`src/rtl/per_pkg.sv`:
```
// Shared types and helpers for the peripheral-bus demultiplexer.
package per_pkg;

  localparam logic [31:0] ERR_RDATA_DEFAULT = 32'hBADACCE5;

  // Widest slave index needed for up to 16 slaves.
  localparam int IDX_MAX_W = 4;

  typedef struct packed {
    logic                 err;
    logic [IDX_MAX_W-1:0] idx;
  } per_out_entry_t;

  function automatic int clog2_min1(input int n);
    return (n > 2) ? $clog2(n) : 1;
  endfunction

endpackage

```
`src/rtl/per_out_fifo.sv`:
```
// Small synchronous FIFO tracking outstanding transactions; head is visible combinationally.
module per_out_fifo #(
  parameter int DEPTH = 4,
  parameter int WIDTH = 5
) (
  input  logic             clk,
  input  logic             rst_n,
  input  logic             push,
  input  logic [WIDTH-1:0] wdata,
  input  logic             pop,
  output logic [WIDTH-1:0] head,
  output logic             full,
  output logic             empty
);

  localparam int PW = $clog2(DEPTH);

  logic [WIDTH-1:0] mem [DEPTH];
  logic [PW-1:0]    wptr;
  logic [PW-1:0]    rptr;
  logic [PW:0]      count;

  always_ff @(posedge clk or negedge rst_n) begin
    if (!rst_n) begin
      wptr  <= '0;
      rptr  <= '0;
      count <= '0;
      // NOTE: entries are cleared too, so the head never carries stale data after reset.
      for (int i = 0; i < DEPTH; i++) mem[i] <= '0;
    end else begin
      if (push) begin
        mem[wptr] <= wdata;
        wptr      <= wptr + 1'b1;
      end
      if (pop) rptr <= rptr + 1'b1;
      case ({push, pop})
        2'b10:   count <= count + 1'b1;
        2'b01:   count <= count - 1'b1;
        default: count <= count;
      endcase
    end
  end

  assign head  = mem[rptr];
  assign full  = (count == (PW+1)'(DEPTH));
  assign empty = (count == '0);

endmodule

```
`src/rtl/per_demux.sv`:
```
// Address-decoded demux from one peripheral master port to NB_SLAVES slaves,
// with in-order response steering and local error responses for unmapped addresses.
module per_demux
  import per_pkg::*;
#(
  parameter int          NB_SLAVES  = 4,
  parameter int          ADDR_WIDTH = 32,
  parameter int          SEL_LSB    = 12,
  parameter int          MAX_OUT    = 4,
  parameter logic [31:0] ERR_RDATA  = ERR_RDATA_DEFAULT
) (
  input  logic                                 clk_i,
  input  logic                                 rst_ni,

  input  logic                                 per_slave_req_i,
  input  logic [ADDR_WIDTH-1:0]                per_slave_add_i,
  input  logic                                 per_slave_we_i,
  input  logic [31:0]                          per_slave_wdata_i,
  input  logic [3:0]                           per_slave_be_i,
  output logic                                 per_slave_gnt_o,
  output logic                                 per_slave_r_valid_o,
  output logic                                 per_slave_r_opc_o,
  output logic [31:0]                          per_slave_r_rdata_o,

  output logic [NB_SLAVES-1:0]                 per_master_req_o,
  output logic [NB_SLAVES-1:0][ADDR_WIDTH-1:0] per_master_add_o,
  output logic [NB_SLAVES-1:0]                 per_master_we_o,
  output logic [NB_SLAVES-1:0][31:0]           per_master_wdata_o,
  output logic [NB_SLAVES-1:0][3:0]            per_master_be_o,
  input  logic [NB_SLAVES-1:0]                 per_master_gnt_i,
  input  logic [NB_SLAVES-1:0]                 per_master_r_valid_i,
  input  logic [NB_SLAVES-1:0]                 per_master_r_opc_i,
  input  logic [NB_SLAVES-1:0][31:0]           per_master_r_rdata_i
);

  localparam int IDX_W = clog2_min1(NB_SLAVES);
  localparam int HI_W  = ADDR_WIDTH - SEL_LSB;
  localparam int PAD   = 2 ** IDX_MAX_W;

  logic [HI_W-1:0]  sel_field;
  logic [IDX_W-1:0] idx;
  logic             mapped;
  logic             full;
  logic             empty;
  logic             push;
  logic             pop;
  per_out_entry_t   push_e;
  per_out_entry_t   head_e;

  logic [PAD-1:0]       rv_pad;
  logic [PAD-1:0]       opc_pad;
  logic [PAD-1:0][31:0] rdata_pad;

  // The whole field above SEL_LSB decides mapping, so aliases of a slave
  // window (e.g. 0x5000 with four slaves) are rejected instead of wrapping.
  assign sel_field = per_slave_add_i[ADDR_WIDTH-1:SEL_LSB];
  assign idx       = per_slave_add_i[SEL_LSB +: IDX_W];
  assign mapped    = (sel_field < HI_W'(NB_SLAVES));

  assign per_master_add_o   = {NB_SLAVES{per_slave_add_i}};
  assign per_master_we_o    = {NB_SLAVES{per_slave_we_i}};
  assign per_master_wdata_o = {NB_SLAVES{per_slave_wdata_i}};
  assign per_master_be_o    = {NB_SLAVES{per_slave_be_i}};

  always_comb begin
    // NOTE: every combinational output gets a default first so no latch is inferred.
    per_master_req_o = '0;
    per_slave_gnt_o  = 1'b0;
    if (rst_ni) begin
      if (mapped) begin
        per_master_req_o[idx] = per_slave_req_i && !full;
        per_slave_gnt_o       = per_master_gnt_i[idx] && !full;
      end else begin
        per_slave_gnt_o = per_slave_req_i && !full;
      end
    end
  end

  assign push       = per_slave_gnt_o && per_slave_req_i;
  assign push_e.err = !mapped;
  assign push_e.idx = IDX_MAX_W'(idx);

  per_out_fifo #(
    .DEPTH (MAX_OUT),
    .WIDTH ($bits(per_out_entry_t))
  ) u_fifo (
    .clk   (clk_i),
    .rst_n (rst_ni),
    .push  (push),
    .wdata (push_e),
    .pop   (pop),
    .head  (head_e),
    .full  (full),
    .empty (empty)
  );

  // Zero-padded response buses let the full-width head index select directly.
  always_comb begin
    rv_pad    = '0;
    opc_pad   = '0;
    rdata_pad = '0;
    rv_pad[NB_SLAVES-1:0]    = per_master_r_valid_i;
    opc_pad[NB_SLAVES-1:0]   = per_master_r_opc_i;
    rdata_pad[NB_SLAVES-1:0] = per_master_r_rdata_i;
  end

  always_comb begin
    per_slave_r_valid_o = 1'b0;
    per_slave_r_opc_o   = 1'b0;
    per_slave_r_rdata_o = '0;
    if (!empty) begin
      if (head_e.err) begin
        per_slave_r_valid_o = 1'b1;
        per_slave_r_opc_o   = 1'b1;
        per_slave_r_rdata_o = ERR_RDATA;
      end else begin
        per_slave_r_valid_o = rv_pad[head_e.idx];
        per_slave_r_opc_o   = opc_pad[head_e.idx];
        per_slave_r_rdata_o = rdata_pad[head_e.idx];
      end
    end
  end

  assign pop = per_slave_r_valid_o;

endmodule

```
`config.mk`:
```
export PLATFORM = sky130hd
export DESIGN_NAME = per_demux
export DESIGN_NICKNAME = d
export VERILOG_FILES = /design/src/rtl/per_pkg.sv /design/src/rtl/per_out_fifo.sv /design/src/rtl/per_demux.sv
export SDC_FILE = /design/constraint.sdc
export NUM_CORES = 1
export LEC_CHECK = 0
export ABC_AREA = 0
export BUFFER_PORTS_ARGS = -buffer_cell sky130_fd_sc_hd__buf_2
export CAP_MARGIN = 20
export CELL_PAD_IN_SITES_DETAIL_PLACEMENT = 1
export CELL_PAD_IN_SITES_GLOBAL_PLACEMENT = 1
export CORE_AREA = 3 3 203 205
export CTS_CLUSTER_SIZE = 24
export DETAILED_ROUTE_END_ITERATION = 16
export DIE_AREA = 0 0 206 208
export PLACE_DENSITY_LB_ADDON = 0.15
export RECOVER_POWER = 50
export SLEW_MARGIN = 20
export SYNTH_ARGS = -nofsm -noshare
export SYNTH_HDL_FRONTEND = slang
export SYNTH_SLANG_ARGS = --single-unit
```
`constraint.sdc`:
```
create_clock -name clk_i -period 5.3 [get_ports clk_i]
set_input_delay 0.53 -clock clk_i [delete_from_list [all_inputs] [get_ports clk_i]]
set_output_delay 0.53 -clock clk_i [all_outputs]
set_load 0.02 [all_outputs]
```
==> run metrics <==
power per cell area=562 mW/mm2; layout cells sized above 1=0.602; worst min-delay path startpoint=u_fifo.mem[10]$_DFFE_PN0P_; Yosys Warn Count=0; number of buffers created by CTS=3; Total Routing Usage GR=0.0767; Req. time, crit path=4.77 ns; vias=3,234; clk_lat worst skew=0.25 ns; Avg Synthesized Cell Area=8.37 um2; vias in the first global route=3,561; Final Util=0.112; Cell variety after synth=30; asr flop ratio synth=1.00; status=finished clean; endpoint of the worst register-to-register path=u_fifo.count[2]$_DFFE_PN0P_; grt ovf=0; Fmax=272 MHz; leading post-synthesis cells by cell area=buf_4 46%, dfrtp_1 11%, mux2i_1 10%; final setup margin=1.63 ns; CP Capture Type=output port; top cell type's share of synthesized area=0.464; Lkg Pwr=2.10 nW; crit path time final=3.67 ns; H-tree depth=1; Post-CTS Hold Fix Bufs=0; CTS tree=done; crit-path max cell delay=0.91 ns; Layout Nets=742; post-synth top area cell=buf_4; Clock Power Share=0.063; initial antenna violation count=1; CTS root buf=clkbuf_16; Ports=527; Sum Neg Setup Slack=0 ns; DIE AREA=0.0428 mm2; Psw=0.00134 W; WL final=17,900 um; Final GP Congestion=0.637; Comb pwr share=0.818; Clk pin slew, worst setup/hold paths=0.06 ns; WP data arrival=3.14 ns; CTS Sinks=19; I/O Buffers=281; post-DP HPWL=15,100 um; CTS max path bufs=2; worst rel slew slack=0.149; FF-to-FF path depth=9; DR DRC count=0; Pint=0.00114 W; CP Launch Type=register; Yosys reg bits=19; height of the chip=208 um; Netlist Area Pre-Place=0.00446 mm2; Hold Vio Cnt, Final=0; Via density=3.09; Hold Path End=u_fifo.mem[10]$_DFFE_PN0P_; Die X=206 um; count leader, synth=buf_4; # Post-CTS Setup Buffers=0; R2R Setup Slk=1.86 ns; Core Area=0.0396 mm2; Reg power frac=0.119; largest net degree at the start of global routing=36; Post-synth EDFFs=0; endpoints failing setup=0; Min-Delay Path Class=register to register; max cap viols=0; RSZ-0062 raised after global routing=no; Crit Path Max Fanout=34; final instance area=0.00442 mm2; Top FF cell, synth=dfrtp_1; Cells after Synth=533; post-CTS sizing=0; max-slew violation count=0; Critical R2R Launch=u_fifo.rptr[0]$_DFFE_PN0P_; sequential fraction of the synthesis area=0.107; wire per inst=17.1 um; pre-CTS setup slack=1.72 ns; P&R area growth vs syn=-0.841%; synth cell count leaders=276 x buf_4, 45 x mux2i_1, 45 x nand2_1; Max rail drop VDD=0.309 mV; Sw Share=0.540; Worst Tran Pin Value=1.28 ns; antenna-violating nets left=0; num rows=73; CP Cell Sequence=mux4_4, buf_4, mux4_1, nor2b_1, buf_2; DR pass1 iterations=4; WHS Path Cells=1; Ant. Diodes=0; Worst Skew=0.00341 ns; Crit-path slowest cell=mux4_4; CP Class=register to output port; final period utilization=0.693; first-pass GRT wire length=24,500 um; number of DRC markers in iteration 0=74; Starting Density=0.113; syn_nets=751; placed cell areas=0.00435 mm2
[layer usage]
| metal | part of all wire | up-vias | track usage |
|---|---|---|---|
| li1 | - | 1459 | - |
| met4 | 0.022 | 2 | 0.0201 |
| met3 | 0.14 | 28 | 0.0357 |
| met5 | 0.00078 | - | 0 |
| met2 | 0.48 | 349 | 0.137 |
| met1 | 0.36 | 1396 | 0.0811 |
[sequential cells by signal, summed over array words and instances, names as in the netlist]
register      count
u_fifo.count      3
u_fifo.mem       12
u_fifo.wptr       2
u_fifo.rptr       2
[cell families after synthesis]
group	Yosys count	share of synthesized area
DFF	19	0.107
adders and majority gates	6	0.0185
buffers and inverters	306	0.502
xor gates and xnor gates	6	0.0118
AOI/OAI and AO/OA	25	0.0348
and+or+nand+nor	94	0.0956
muxes	77	0.231
[placed cells by master (no fill, tap or decap), types with 2 or more instances in the layout]
cell type,count
nor4_1,7
xnor2_1,4
clkbuf_16,3
mux4_2,9
ha_1,5
buf_4,2
buf_2,280
inv_1,9
xor2_1,2
mux4_1,7
nand2_1,45
mux2_2,15
nor2b_1,13
or2_2,2
a21oi_1,20
clkbuf_1,2
dfrtp_1,19
nor2_1,22
o311a_1,2
mux2i_1,45
[how the worst max path moves through the flow]
stage / start / to / cells after the start / slack [ns]
after detailed placement: u_fifo.rptr[0]$_DFFE_PN0P_ / u_fifo.count[2]$_DFFE_PN0P_ / 9 / 1.72
after global routing: u_fifo.rptr[0]$_DFFE_PN0P_ / per_slave_r_rdata_o[9] / 5 / 1.44
after floorplan: u_fifo.rptr[0]$_DFFE_PN0P_ / u_fifo.count[2]$_DFFE_PN0P_ / 11 / 2.38
after CTS: u_fifo.rptr[0]$_DFFE_PN0P_ / per_slave_r_rdata_o[9] / 5 / 1.51
final: u_fifo.rptr[0]$_DFFE_PN0P_ / per_slave_r_rdata_o[9] / 5 / 1.63
after global placement: u_fifo.rptr[0]$_DFFE_PN0P_ / u_fifo.count[2]$_DFFE_PN0P_ / 9 / 1.78
[layout make-up]
cell class	count	area (um2)
clock buffers	4	78.8
multi-input cells	208	1760
flip-flops and latches	19	475
fillers	4803	35200
inverters	9	33.8
well taps	525	657
repair buffers	283	1420
[power by group through the flow]
stage | sequential, W | combinational, W | clock, W
after floorplan | 0.000257 | 0.00179 | 0
after global placement | 0.000297 | 0.00214 | 0
after detailed placement | 0.000300 | 0.00214 | 0
after CTS | 0.000299 | 0.00214 | 0.000166
after global routing | 0.000312 | 0.00227 | 0.000171
final | 0.000297 | 0.00203 | 0.000157
[through the flow]
step,hold slack (ns),std cells,power [W]
floorplan,0.234,533,0.00204
global placement,0.492,1044,0.00244
detailed placement,0.496,1044,0.00244
CTS,0.274,1048,0.00261
global route,0.520,1048,0.00275
finish,0.505,1048,0.00249
[critical path: cells and delay by family, from the launching register on]
family / cells / cell delay (ns)
flops: 1 / 0.48
simple gates: 1 / 0.16
buf+inv: 2 / 0.65
mux: 2 / 1.57
Note: power is estimated with default switching activity, not from simulation.
